**config.mk**
```make
export PLATFORM = sky130hd
export DESIGN_NAME = comb_y2_sweep_ctrl
export DESIGN_NICKNAME = d
export VERILOG_FILES = /design/src/rtl/comb_y2_sweep_ctrl_pkg.sv /design/src/rtl/comb_y2_sweep_ctrl.sv
export SDC_FILE = /design/constraint.sdc
export NUM_CORES = 1
export LEC_CHECK = 0
export BUFFER_PORTS_ARGS = -buffer_cell sky130_fd_sc_hd__buf_2
export CORE_ASPECT_RATIO = 1.75
export CORE_MARGIN = 2
export CORE_UTILIZATION = 34
export DETAILED_ROUTE_END_ITERATION = 16
export PLACE_DENSITY = 0.64
export SETUP_SLACK_MARGIN = 0.05
export SLEW_MARGIN = 30
export SYNTH_ARGS = -nofsm -noshare
export SYNTH_HDL_FRONTEND = slang
export SYNTH_SLANG_ARGS = --single-unit
```
**constraint.sdc**
```tcl
create_clock -name clk -period 2.3 [get_ports clk]
set_clock_uncertainty 0.05 [all_clocks]
set_input_delay 0.23 -clock clk [delete_from_list [all_inputs] [get_ports clk]]
set_output_delay 0.23 -clock clk [all_outputs]
set_load 0.1 [all_outputs]
```
**src/rtl/comb_y2_sweep_ctrl_pkg.sv**
```systemverilog
// -----------------------------------------------------------------------------
// comb_y2_sweep_ctrl_pkg
//   Shared definitions for the comb_Y2 sweep controller:
//   - FSM state encoding (IDLE / RUN / SETTLE)
//   - default input width and default golden truth table
//   - small helper for the terminal-code compare
// -----------------------------------------------------------------------------
package comb_y2_sweep_ctrl_pkg;

  // Sweep sequencer states; SETTLE is only reachable when the settle
  // cycle option is built in.
  typedef enum logic [1:0] {
    ST_IDLE   = 2'd0,
    ST_RUN    = 2'd1,
    ST_SETTLE = 2'd2
  } sweep_state_e;

  localparam int          DEFAULT_N_IN     = 4;
  localparam logic [15:0] DEFAULT_EXPECTED = 16'h0000;

  // True when the code being sampled is the last one of the sweep.
  // Termination is decided by this compare, never by counter overflow.
  function automatic logic is_last_code(input int unsigned code, input int unsigned tw);
    return (code == (tw - 32'd1));
  endfunction

endpackage

```
**src/rtl/comb_y2_sweep_ctrl.sv**
```systemverilog
// -----------------------------------------------------------------------------
// comb_y2_sweep_ctrl
//   Sequencer for the comb_Y2 combinational block. On an accepted start it
//   drives abcd through all 2**N_IN codes in ascending order, captures y_in
//   for each code into truth_table (bit k <-> code k), and at the end compares
//   the captured table with EXPECTED.
//
//   Build option: define SWEEP_SETTLE_EN to insert a SETTLE cycle before each
//   RUN sample cycle (abcd changes on entry to SETTLE, y_in sampled in RUN),
//   doubling the sweep length. Undefined: one cycle per code.
//
// Ports
//   clk          in   clock, all state updates on rising edge
//   rst          in   synchronous reset, active high
//   start        in   sweep request, only honoured while idle
//   y_in         in   Y output of comb_Y2
//   abcd         out  drive to comb_Y2 {A,B,C,D}, MSB = A
//   busy         out  sweep in progress
//   done         out  one-cycle pulse when the sweep completes
//   truth_table  out  captured Y per code
//   mismatch     out  truth_table != EXPECTED, valid from done onward
// -----------------------------------------------------------------------------
module comb_y2_sweep_ctrl
  import comb_y2_sweep_ctrl_pkg::*;
#(
  parameter int                      N_IN     = DEFAULT_N_IN,
  parameter logic [(2**N_IN)-1:0]    EXPECTED = DEFAULT_EXPECTED
) (
  input  logic                   clk,
  input  logic                   rst,
  input  logic                   start,
  input  logic                   y_in,
  output logic [N_IN-1:0]        abcd,
  output logic                   busy,
  output logic                   done,
  output logic [(2**N_IN)-1:0]   truth_table,
  output logic                   mismatch
);

  localparam int              TW        = 2**N_IN;
  localparam logic [N_IN-1:0] ABCD_ZERO = {N_IN{1'b0}};
  localparam logic [N_IN-1:0] ABCD_ONE  = N_IN'(1);

`ifdef SWEEP_SETTLE_EN
  // The first code also gets its settle cycle.
  localparam sweep_state_e ST_FIRST = ST_SETTLE;
  localparam sweep_state_e ST_NEXT  = ST_SETTLE;
`else
  localparam sweep_state_e ST_FIRST = ST_RUN;
  localparam sweep_state_e ST_NEXT  = ST_RUN;
`endif

  sweep_state_e      r_state;
  logic [N_IN-1:0]   r_abcd;
  logic              r_busy;
  logic              r_done;
  logic [TW-1:0]     r_tt;
  logic              r_mismatch;

  logic [TW-1:0]     w_tt_next;
  logic              w_last;

  // Table with the current sample merged in; on the final code this already
  // contains the last bit, so the compare below covers every code.
  always_comb begin
    w_tt_next         = r_tt;
    w_tt_next[r_abcd] = y_in;
    w_last            = is_last_code(32'(r_abcd), 32'(TW));
  end

  // Sweep FSM with all outputs registered.
  always_ff @(posedge clk) begin
    if (rst) begin
      r_state    <= ST_IDLE;
      r_abcd     <= ABCD_ZERO;
      r_busy     <= 1'b0;
      r_done     <= 1'b0;
      r_tt       <= {TW{1'b0}};
      r_mismatch <= 1'b0;
    end else begin
      case (r_state)
        ST_IDLE: begin
          r_done <= 1'b0;
          if (start) begin
            r_state    <= ST_FIRST;
            r_busy     <= 1'b1;
            r_abcd     <= ABCD_ZERO;
            r_tt       <= {TW{1'b0}};
            r_mismatch <= 1'b0;
          end else begin
            r_state <= ST_IDLE;
          end
        end
        ST_RUN: begin
          r_tt <= w_tt_next;
          if (!w_last) begin
            r_abcd  <= r_abcd + ABCD_ONE;
            r_state <= ST_NEXT;
          end else begin
            r_state    <= ST_IDLE;
            r_busy     <= 1'b0;
            r_done     <= 1'b1;
            r_mismatch <= (w_tt_next != EXPECTED);
          end
        end
        ST_SETTLE: begin
`ifdef SWEEP_SETTLE_EN
          // abcd already holds the new code; sample it on the next edge.
          r_state <= ST_RUN;
`else
          // Not reachable in this build; drop back to a safe idle.
          r_state <= ST_IDLE;
          r_busy  <= 1'b0;
`endif
        end
        default: begin
          r_state <= ST_IDLE;
          r_busy  <= 1'b0;
          r_done  <= 1'b0;
        end
      endcase
    end
  end

  assign abcd        = r_abcd;
  assign busy        = r_busy;
  assign done        = r_done;
  assign truth_table = r_tt;
  assign mismatch    = r_mismatch;

endmodule
```
==> metrics.md, run 1 <==
| Metric | Value |
|---|---|
| Maximum clock path buffer count | 2 |
| CP Capture Type | register |
| Register area share after synthesis | 0.343 |
| Die span in y | 88.9 um |
| Critical path origin | abcd[0] |
| Worst stage delay on the critical path | 0.39 ns |
| Ant diodes | 0 |
| Crit path arrival time | 2.12 ns |
| Area growth, synth to finish | 14.2% |
| Inserted Clock Buffers | 3 |
| Postcts setup bufs | 0 |
| Most frequent cells in the layout | o21ai_0, buf_2, dfxtp_1, a21oi_1, nor2_1 |
| First-pass GRT wire length | 6130 um |
| Clock sinks | 24 |
| NumNets Final | 206 |
| Synth Cell Area | 0.00140 sq mm |
| Post-synth ARST share | 0 |
| Fin. Hold Viols | 0 |
| Layout cells sized above 1 | 0.249 |
| Clk Latency, worst-skew pair | 0.27 ns |
| Hold Path Class | in2reg |
| Die W | 52.5 um |
| WL met2 | 2030 um |
| Critical Path RT | 2.41 ns |
| Tmin final | 2.00 ns |
| Port buffer count | 26 |
| Reg2reg path depth | 7 |
| Post-CTS sizing | 0 |
| Final Cycle Share | 0.870 |
| Pin count of the biggest net entering global routing | 19 |
| CP startpoint kind | register |
| Vias per Instance | 5.50 |
| Grt total ovfl | 0 |
| Placer Congestion | 0.878 |
| P per Cell Area | 530 mW/mm^2 |
| Synth Register Bits | 24 |
| # rows | 30 |
| M1 WL | 1510 um |
| Synth warn | 0 |
| Max Clk Rate | 500 MHz |
| Final core utilization | 0.410 |
| Mapped Avg Cell Area | 7.96 sq um |
| Relative slew slack | 0.546 |
| Maxcap violations | 0 |
| Pins Over Slew Limit | 0 |
| Detailed Route WL | 3800 um |
| Average wire per standard cell | 15.5 um |
| Pin slew with the least headroom to its limit | 0.682 ns |
| Status | finished, final reports clean |
| Gr usage total | 0.175 |
| Initial Util | 0.359 |
| Initial antenna violation count | 0 |
| Distinct cells, synth | 43 |
| CTS Hold Buffers Added | 0 |
| Die Area | 0.00467 sq mm |
| Root buf cell | clkbuf_8 |
| Crit Path Class | reg2reg |
| Routed wl met3 | 127 um |
| Top Metal Used | met4 |
| Static leakage | 0.668 nW |
| Post-Syn Instances | 176 |
| Antenna Violating Nets Remaining | 0 |
| R2R setup slack | 0.30 ns |
| Post-detail-place hpwl | 2890 um |
| Top_reg_cell synth | dfxtp_1 |
| CP max stage cell | ha_1 |
| Post-synth EDFFs | 0 |
| RSZ-0062 raised after global routing | false |
| Worst Setup EP | mismatch |
| Io pins | 27 |
| Total power | 0.848 mW |
| WP depth | 7 |
| Crit Path Max Fanout | 11 |
| CTS H-Tree Depth | 1 |
| 1st-pass router iterations | 4 |
| Clk slew on worst S/H paths | 0.09 ns |
| Maximum VDD drop | 0.000389 V |
| CTS tree | yes |
| Via count | 1347 |
| Buffers & Inverters on Critical Path | 1 |
| Core ar. | 0.00390 sq mm |
| Final setup violation count | 0 |
| Net count after synthesis | 184 |
| Crit-path leading delay family | compound AO/OA/AOI/OAI gates |
| Critical R2R Launch | abcd[0] |
| R2R Path End | mismatch |
| DR iter-0 viols | 34 |
| Most common cell after layout, fill and taps aside | o21ai_0 |
| Worst hold margin | 0.206 ns |
| Vias in the first global route | 1291 |
| Crit path cell chain | inv_1 -> ha_1 -> nor2b_1 -> o221ai_2 -> o32ai_1 -> o2111ai_1 -> o31a_1 |
| Setup tns final | 0 ns |
| # DRC | 0 |
-- worst register-to-register path, stage by stage (launching register included) --
cell and delay [ns]:
dfxtp_2 0.36, inv_1 0.10, ha_1 0.39, nor2b_1 0.21, o221ai_2 0.11, o32ai_1 0.14
o2111ai_1 0.21, o31a_1 0.33
-- power by group --
| group | total, mW | leakage (nW) | switching, mW | internal (mW) |
|---|---|---|---|---|
| registers | 0.428 | 0.195 | 0.00605 | 0.422 |
| logic | 0.122 | 0.444 | 0.0888 | 0.0330 |
| clock network | 0.298 | 0.0288 | 0.146 | 0.153 |
| total | 0.848 | 0.668 | 0.240 | 0.608 |
-- synth_stat cells, types with 2 or more instances --
master,instances,share of area
a21oi_1,18,0.064
a31oi_1,5,0.022
buf_2,9,0.032
buf_6,3,0.024
clkbuf_1,2,0.0054
dfxtp_1,24,0.34
ha_1,4,0.036
inv_1,9,0.024
mux2i_1,2,0.014
nand2_1,8,0.021
nand2b_1,3,0.013
nand3_1,6,0.021
nor2_1,17,0.046
nor2b_1,3,0.013
nor2b_4,2,0.020
nor3_1,2,0.0071
o21ai_0,29,0.10
o21ai_1,5,0.018
-- registers in the layout (all words and copies together) (netlist names) --
signal,count
busy,1
abcd,4
truth_table,16
mismatch,1
r_state,1
done,1
-- per-stage QoR --
stage / cell area, sq um / worst slack (ns) / std cells
after floorplan: 1400 / 0.110 / 176
after global placement: 1550 / 0.336 / 241
after detailed placement: 1550 / 0.323 / 241
after CTS: 1600 / 0.316 / 245
after global routing: 1600 / 0.209 / 245
final: 1600 / 0.298 / 245
-- worst min path at each step --
stage | startpoint | cells after the start | to
detailed placement | done | 2 | done
floorplan | start | 2 | r_state[0]
global placement | truth_table[1] | 2 | truth_table[1]
finish | rst | 2 | abcd[0]
CTS | rst | 2 | abcd[1]
global route | rst | 2 | busy
-- routing by layer --
metal / GRT usage / up-vias
met1: 0.201 / 631
li1: - / 666
met4: 0.103 / 0
met5: 0 / -
met3: 0.0167 / 11
met2: 0.307 / 39
-- kinds of logic after synthesis --
group           synth area share
fa+ha+maj                 0.0357
compound gates             0.299
xor+xnor                 0.00625
buf+inv                   0.0857
simple gates               0.208
flops                      0.343
mux                       0.0223
-- layout make-up --
| type | count | area [sq um] |
|---|---|---|
| fillers | 440 | 2300 |
| multi-input cells | 129 | 801 |
| flip-flops and latches | 24 | 483 |
| repair buffers | 31 | 168 |
| well taps | 48 | 60.1 |
| clock buffers | 4 | 55.1 |
| inverters | 9 | 33.8 |
(Power assumes the default switching activity.)
==> inputs of run 2 (changes only) <==
- clock period: 2.3 -> 2.4 ns (I/O delays scaled with it)
==> run 2 against run 1 <==
  * Critical path depth did not move
  * Clock-buffer cell count is the same
  * Via count shrank 0.59%
  * Global-route usage shrank 0.42 points
  * Largest cell class unchanged
  * First-iteration DRC count fell by 35%
  * Routed wire length shrank 3.7%
  * Power is 5.1% lower
==> metrics.md, run 2 (synthesis results as in run 1) <==
| Metric | Value |
|---|---|
| Status | finished, final reports clean |
| Post-CTS sizing | 0 (unchanged) |
| CP Capture Type | register |
| Antenna Violating Nets Remaining | 0 (unchanged) |
| Maximum VDD drop | 0.000365 V (-6.1%) |
| Maximum clock path buffer count | 2 (unchanged) |
| Flop pwr share | 0.514 (+0.010) |
| Placer Congestion | 0.901 (+2.6%) |
| Die span in y | 88.9 um (unchanged) |
| Finished Cell Area | 0.00159 sq mm (-0.47%) |
| Die Area | 0.00467 sq mm (unchanged) |
| Hold Path Class | in2reg |
| Worst stage delay on the critical path | 0.41 ns (+0.02 ns) |
| Clk slew on worst S/H paths | 0.09 ns (about the same) |
| Detailed Route WL | 3660 um (-3.7%) |
| Crit path arrival time | 2.13 ns (about the same) |
| Gate power share | 0.141 (-0.003) |
| # rows | 30 (unchanged) |
| Crit Path Max Fanout | 11 (unchanged) |
| Final core utilization | 0.408 (-0.00192) |
| Postcts setup bufs | 0 (unchanged) |
| Max FFs per register | 16 (unchanged) |
| Io pins | 27 (unchanged) |
| Relative slew slack | 0.567 (+0.0209) |
| CTS tree | yes |
| Tmin final | 2.01 ns (+0.0117 ns) |
| Maxcap violations | 0 (unchanged) |
| Fin. Hold Viols | 0 (unchanged) |
| Power Internal | 0.582 mW (-4.1%) |
| Gr usage total | 0.171 (-0.00422) |
| CTS H-Tree Depth | 1 (unchanged) |
| Pin count of the biggest net entering global routing | 19 (unchanged) |
| # DRC | 0 (unchanged) |
| Final Cycle Share | 0.839 (-0.0314) |
| Core ar. | 0.00390 sq mm (unchanged) |
| Vias in the first global route | 1278 (-1.0%) |
| Worst hold margin | 0.200 ns (-0.00619 ns) |
| Placed cell areas | 0.00154 sq mm (-0.49%) |
| Via count | 1339 (-0.59%) |
| Final setup violation count | 0 (unchanged) |
| Pin slew with the least headroom to its limit | 0.650 ns (-0.0314 ns) |
| Post-Layout Cell Count | 244 (-0.41%) |
| Clock share of power | 0.346 (-0.006) |
| CP startpoint kind | register |
| Max Clk Rate | 497 MHz (-0.58%) |
| Initial Util | 0.359 (unchanged) |
| DR iter-0 viols | 22 (-35%) |
| Die W | 52.5 um (unchanged) |
| Area growth, synth to finish | 13.7% |
| Vias per Instance | 5.49 (-0.19%) |
| Ant diodes | 0 (unchanged) |
| CP max stage cell | ha_1 |
| Inserted Clock Buffers | 3 (unchanged) |
| First-pass GRT wire length | 5890 um (-4.1%) |
| CTS Hold Buffers Added | 0 (unchanged) |
| Layout cells sized above 1 | 0.245 (-0.00383) |
| Crit Path Class | reg2reg |
| Most common cell after layout, fill and taps aside | o21ai_0 |
| 1st-pass router iterations | 4 (unchanged) |
| Clock sinks | 24 (unchanged) |
| Post-detail-place hpwl | 2790 um (-3.4%) |
| Static leakage | 0.663 nW (-0.72%) |
| Grt total ovfl | 0 (unchanged) |
| RSZ-0062 raised after global routing | false |
| NetSw | 0.222 mW (-7.6%) |
| Clk Latency, worst-skew pair | 0.27 ns (about the same) |
| NumNets Final | 205 (-0.49%) |
| Setup tns final | 0 ns (unchanged) |
| Sw Share | 0.276 (-0.00741) |
| P per Cell Area | 505 mW/mm^2 (-4.7%) |
| Critical Path RT | 2.51 ns (+0.10 ns) |
| Pins Over Slew Limit | 0 (unchanged) |
| Root buf cell | clkbuf_8 |
| R2R setup slack | 0.39 ns (+0.09 ns) |
| Most frequent cells in the layout | o21ai_0, buf_2, dfxtp_1, a21oi_1, nor2_1 |
| Average wire per standard cell | 15.0 um (-3.3%) |
| Crit path cell chain | inv_1 -> ha_1 -> nor2b_1 -> o221ai_2 -> o32ai_1 -> o2111ai_1 -> o31a_1 |
| Dpl cells | 240 (-0.41%) |
| Initial antenna violation count | 0 (unchanged) |
| Port buffer count | 26 (unchanged) |
## run 2: cell count changes in the layout (fill, tap and decap cells not counted)
cell   delta
buf_4     -1
## run 2: per-stage QoR
step | total power [mW] | setup WS [ns]
2_1_floorplan | 0.514 | 0.210
3_3_place_gp | 0.535 | 0.445
3_5_place_dp | 0.535 | 0.405
4_1_cts | 0.816 | 0.389
5_1_grt | 0.843 | 0.210
6_report | 0.805 | 0.387
## run 2: layer usage
metal | routed length (um) | vias up | part of all wire | global-route usage
met5 | 0 | - | 0 | 0
met4 | 246 | 0 | 0.067 | 0.138
met3 | 103 | 20 | 0.028 | 0.0167
met2 | 1880 | 35 | 0.51 | 0.289
met1 | 1430 | 623 | 0.39 | 0.189
li1 | - | 661 | - | -
## run 2: final timing paths
kind	startpoint	cells past startpoint	to
worst max-delay path	abcd[0]	7	mismatch
worst min register to register	truth_table[1]	2	truth_table[1]
worst min-delay path	rst	2	abcd[1]
worst max register to register	abcd[0]	7	mismatch
## run 2: layout make-up
class / count / area [sq um]
repair buffers: 30 / 160
fillers: 422 / 2310
multi-input cells: 129 / 801
flip-flops and latches: 24 / 483
clock buffers: 4 / 55.1
well taps: 48 / 60.1
inverters: 9 / 33.8
## run 2: power by group through the flow
stage / logic [mW] / clock network (mW) / registers (mW)
after global placement: 0.113 / 0 / 0.423
after CTS: 0.113 / 0.290 / 0.413
after detailed placement: 0.112 / 0 / 0.423
after floorplan: 0.0617 / 0 / 0.452
after global routing: 0.123 / 0.305 / 0.415
final: 0.113 / 0.278 / 0.413
## run 2: critical path: cells and delay by family, from the launching register on
kind                       cells  cell delay, ns
DFF                            1            0.36
and+or+nand+nor                1            0.22
buffers and inverters          1            0.10
adders and majority gates      1            0.41
AOI/OAI and AO/OA              4            0.77
==> inputs of run 3 (changes only) <==
- clock period: 2.4 -> 1.9 ns (I/O delays scaled with it)
==> run 3 against run 2 <==
  * Die area unchanged
  * Critical endpoint unchanged
  * Critical path depth unchanged
  * Worst setup slack got worse by 0.24 ns
  * Highest routed layer unchanged
  * Clock-buffer cell count unchanged
  * Cell area increased by 5.0%
  * Final cell count increased by 1.2%
  * Largest cell class unchanged
==> metrics.md, run 3 (synthesis results as in run 1) <==
| Metric | Value |
|---|---|
| Status | finished, final reports clean |
| Gr usage total | 0.184 (+0.0132) |
| Detailed Route WL | 3880 um (+6.0%) |
| Critical Path RT | 2.02 ns (-0.49 ns) |
| Final Cycle Share | 0.921 (+0.0818) |
| CTS tree | yes |
| DR iter-0 viols | 36 (+64%) |
| Initial antenna violation count | 0 (unchanged) |
| Max Clk Rate | 572 MHz (+15%) |
| Maximum clock path buffer count | 2 (unchanged) |
| Core ar. | 0.00390 sq mm (unchanged) |
| Static leakage | 0.688 nW (+3.8%) |
| Most common cell after layout, fill and taps aside | o21ai_0 |
| Port buffer count | 26 (unchanged) |
| Pins Over Slew Limit | 0 (unchanged) |
| Worst stage delay on the critical path | 0.38 ns (-0.03 ns) |
| Reg2reg path depth | 7 (unchanged) |
| Post-detail-place hpwl | 2980 um (+7.1%) |
| Crit Path Max Fanout | 11 (unchanged) |
| Max FFs per register | 16 (unchanged) |
| WP depth | 7 (unchanged) |
| Most frequent cells in the layout | o21ai_0, buf_2, dfxtp_1, a21oi_1, nor2_1 |
| CTS H-Tree Depth | 1 (unchanged) |
| Setup tns final | 0 ns (unchanged) |
| First-pass GRT wire length | 6440 um (+9.4%) |
| CP Capture Type | register |
| Hold Path Class | in2reg |
| Antenna Violating Nets Remaining | 0 (unchanged) |
| Die W | 52.5 um (unchanged) |
| Final setup violation count | 0 (unchanged) |
| Vias per Instance | 5.62 (+2.4%) |
| NumNets Final | 208 (+1.5%) |
| Ant diodes | 0 (unchanged) |
| Clk Latency, worst-skew pair | 0.27 ns (about the same) |
| CP startpoint kind | register |
| Clock sinks | 24 (unchanged) |
| Initial Util | 0.359 (unchanged) |
| Average wire per standard cell | 15.7 um (+4.8%) |
| Layout cells sized above 1 | 0.302 (+0.0566) |
| Fin. Hold Viols | 0 (unchanged) |
| Total power | 1.08 mW (+35%) |
| Pin slew with the least headroom to its limit | 0.970 ns (+0.320 ns) |
| P per Cell Area | 648 mW/mm^2 (+28%) |
| Relative slew slack | 0.350 (-0.217) |
| CP max stage cell | dfxtp_4 |
| Postcts setup bufs | 0 (unchanged) |
| Crit path cell chain | inv_4 -> ha_4 -> nor2b_1 -> o221ai_2 -> o32ai_1 -> o2111ai_1 -> o31a_1 |
| Buffers & Inverters on Critical Path | 1 (unchanged) |
| Placer Congestion | 0.891 (-1.2%) |
| Grt total ovfl | 0 (unchanged) |
| Crit-path leading delay family | compound AO/OA/AOI/OAI gates |
| RSZ-0062 raised after global routing | false |
| Via count | 1388 (+3.7%) |
| # rows | 30 (unchanged) |
| Crit Path Class | reg2reg |
| 1st-pass router iterations | 4 (unchanged) |
| Die Area | 0.00467 sq mm (unchanged) |
| Hold depth | 2 (unchanged) |
| Vias in the first global route | 1363 (+6.7%) |
| Pin count of the biggest net entering global routing | 20 (+1) |
| Crit path arrival time | 1.87 ns (-0.26 ns) |
| Root buf cell | clkbuf_8 |
| Maximum VDD drop | 0.000523 V (+43%) |
| Die span in y | 88.9 um (unchanged) |
| Area growth, synth to finish | 19.4% |
| Tmin final | 1.75 ns (-0.264 ns) |
| Inserted Clock Buffers | 3 (unchanged) |
| Maxcap violations | 0 (unchanged) |
| Io pins | 27 (unchanged) |
| # DRC | 0 (unchanged) |
| Clk slew on worst S/H paths | 0.10 ns (about the same) |
## run 3: changes by cell type in the layout (fill, tap and decap cells not counted), moves of 2 or more
| cell | change |
|---|---|
| inv_4 | +2 |
| dfxtp_1 | -3 |
| inv_1 | -2 |
| ha_4 | +2 |
| ha_1 | -3 |
| dfxtp_4 | +3 |
| buf_4 | +3 |
## run 3: final timing paths
check,to,start,slack (ns)
worst max-delay path,mismatch,abcd[0],0.15
worst max register to register,mismatch,abcd[0],0.15
worst min register to register,done,done,0.43
worst min-delay path,abcd[1],rst,0.16
## run 3: worst reg2reg max path, cell delays in order, from the launching register on
cell and delay [ns]:
dfxtp_4 0.38, inv_4 0.09, ha_4 0.22, nor2b_1 0.19, o221ai_2 0.11, o32ai_1 0.19, o2111ai_1 0.17, o31a_1 0.26
## run 3: power breakdown
| part | switching [mW] | internal, mW |
|---|---|---|
| Sequential | 0.0108 | 0.508 |
| Clock | 0.182 | 0.229 |
| Combinational | 0.108 | 0.0465 |
## run 3: per-stage QoR
stage               std cells  area, sq um  setup slack, ns  hold WS (ns)   util
global route              247         1670           0.0583         0.186  0.429
global placement          243         1600            0.176         0.405  0.411
floorplan                 176         1450           0.0751         0.312      -
finish                    247         1670            0.151         0.160  0.429
CTS                       247         1670            0.150         0.169  0.428
detailed placement        243         1600            0.163         0.414  0.411
## run 3: what timing repair did
action,in CTS,in global routing
endpoints found under the setup margin,0,1
hold buffers,0,0
resized for setup,0,1
## run 3: final cells by class
class / instances / area (sq um)
inverter: 9 / 38.8
multi-input combinational: 129 / 831
clock buffer: 4 / 66.3
timing repair buffer: 33 / 183
tap: 48 / 60.1
fill: 418 / 2230
sequential: 24 / 494
## run 3: per-layer routing
layer	track usage	share of wire	up-vias
li1	-	-	668
met1	0.203	0.37	670
met2	0.335	0.54	40
met3	0.0184	0.047	10
met4	0.100	0.036	0
met5	0	0	-
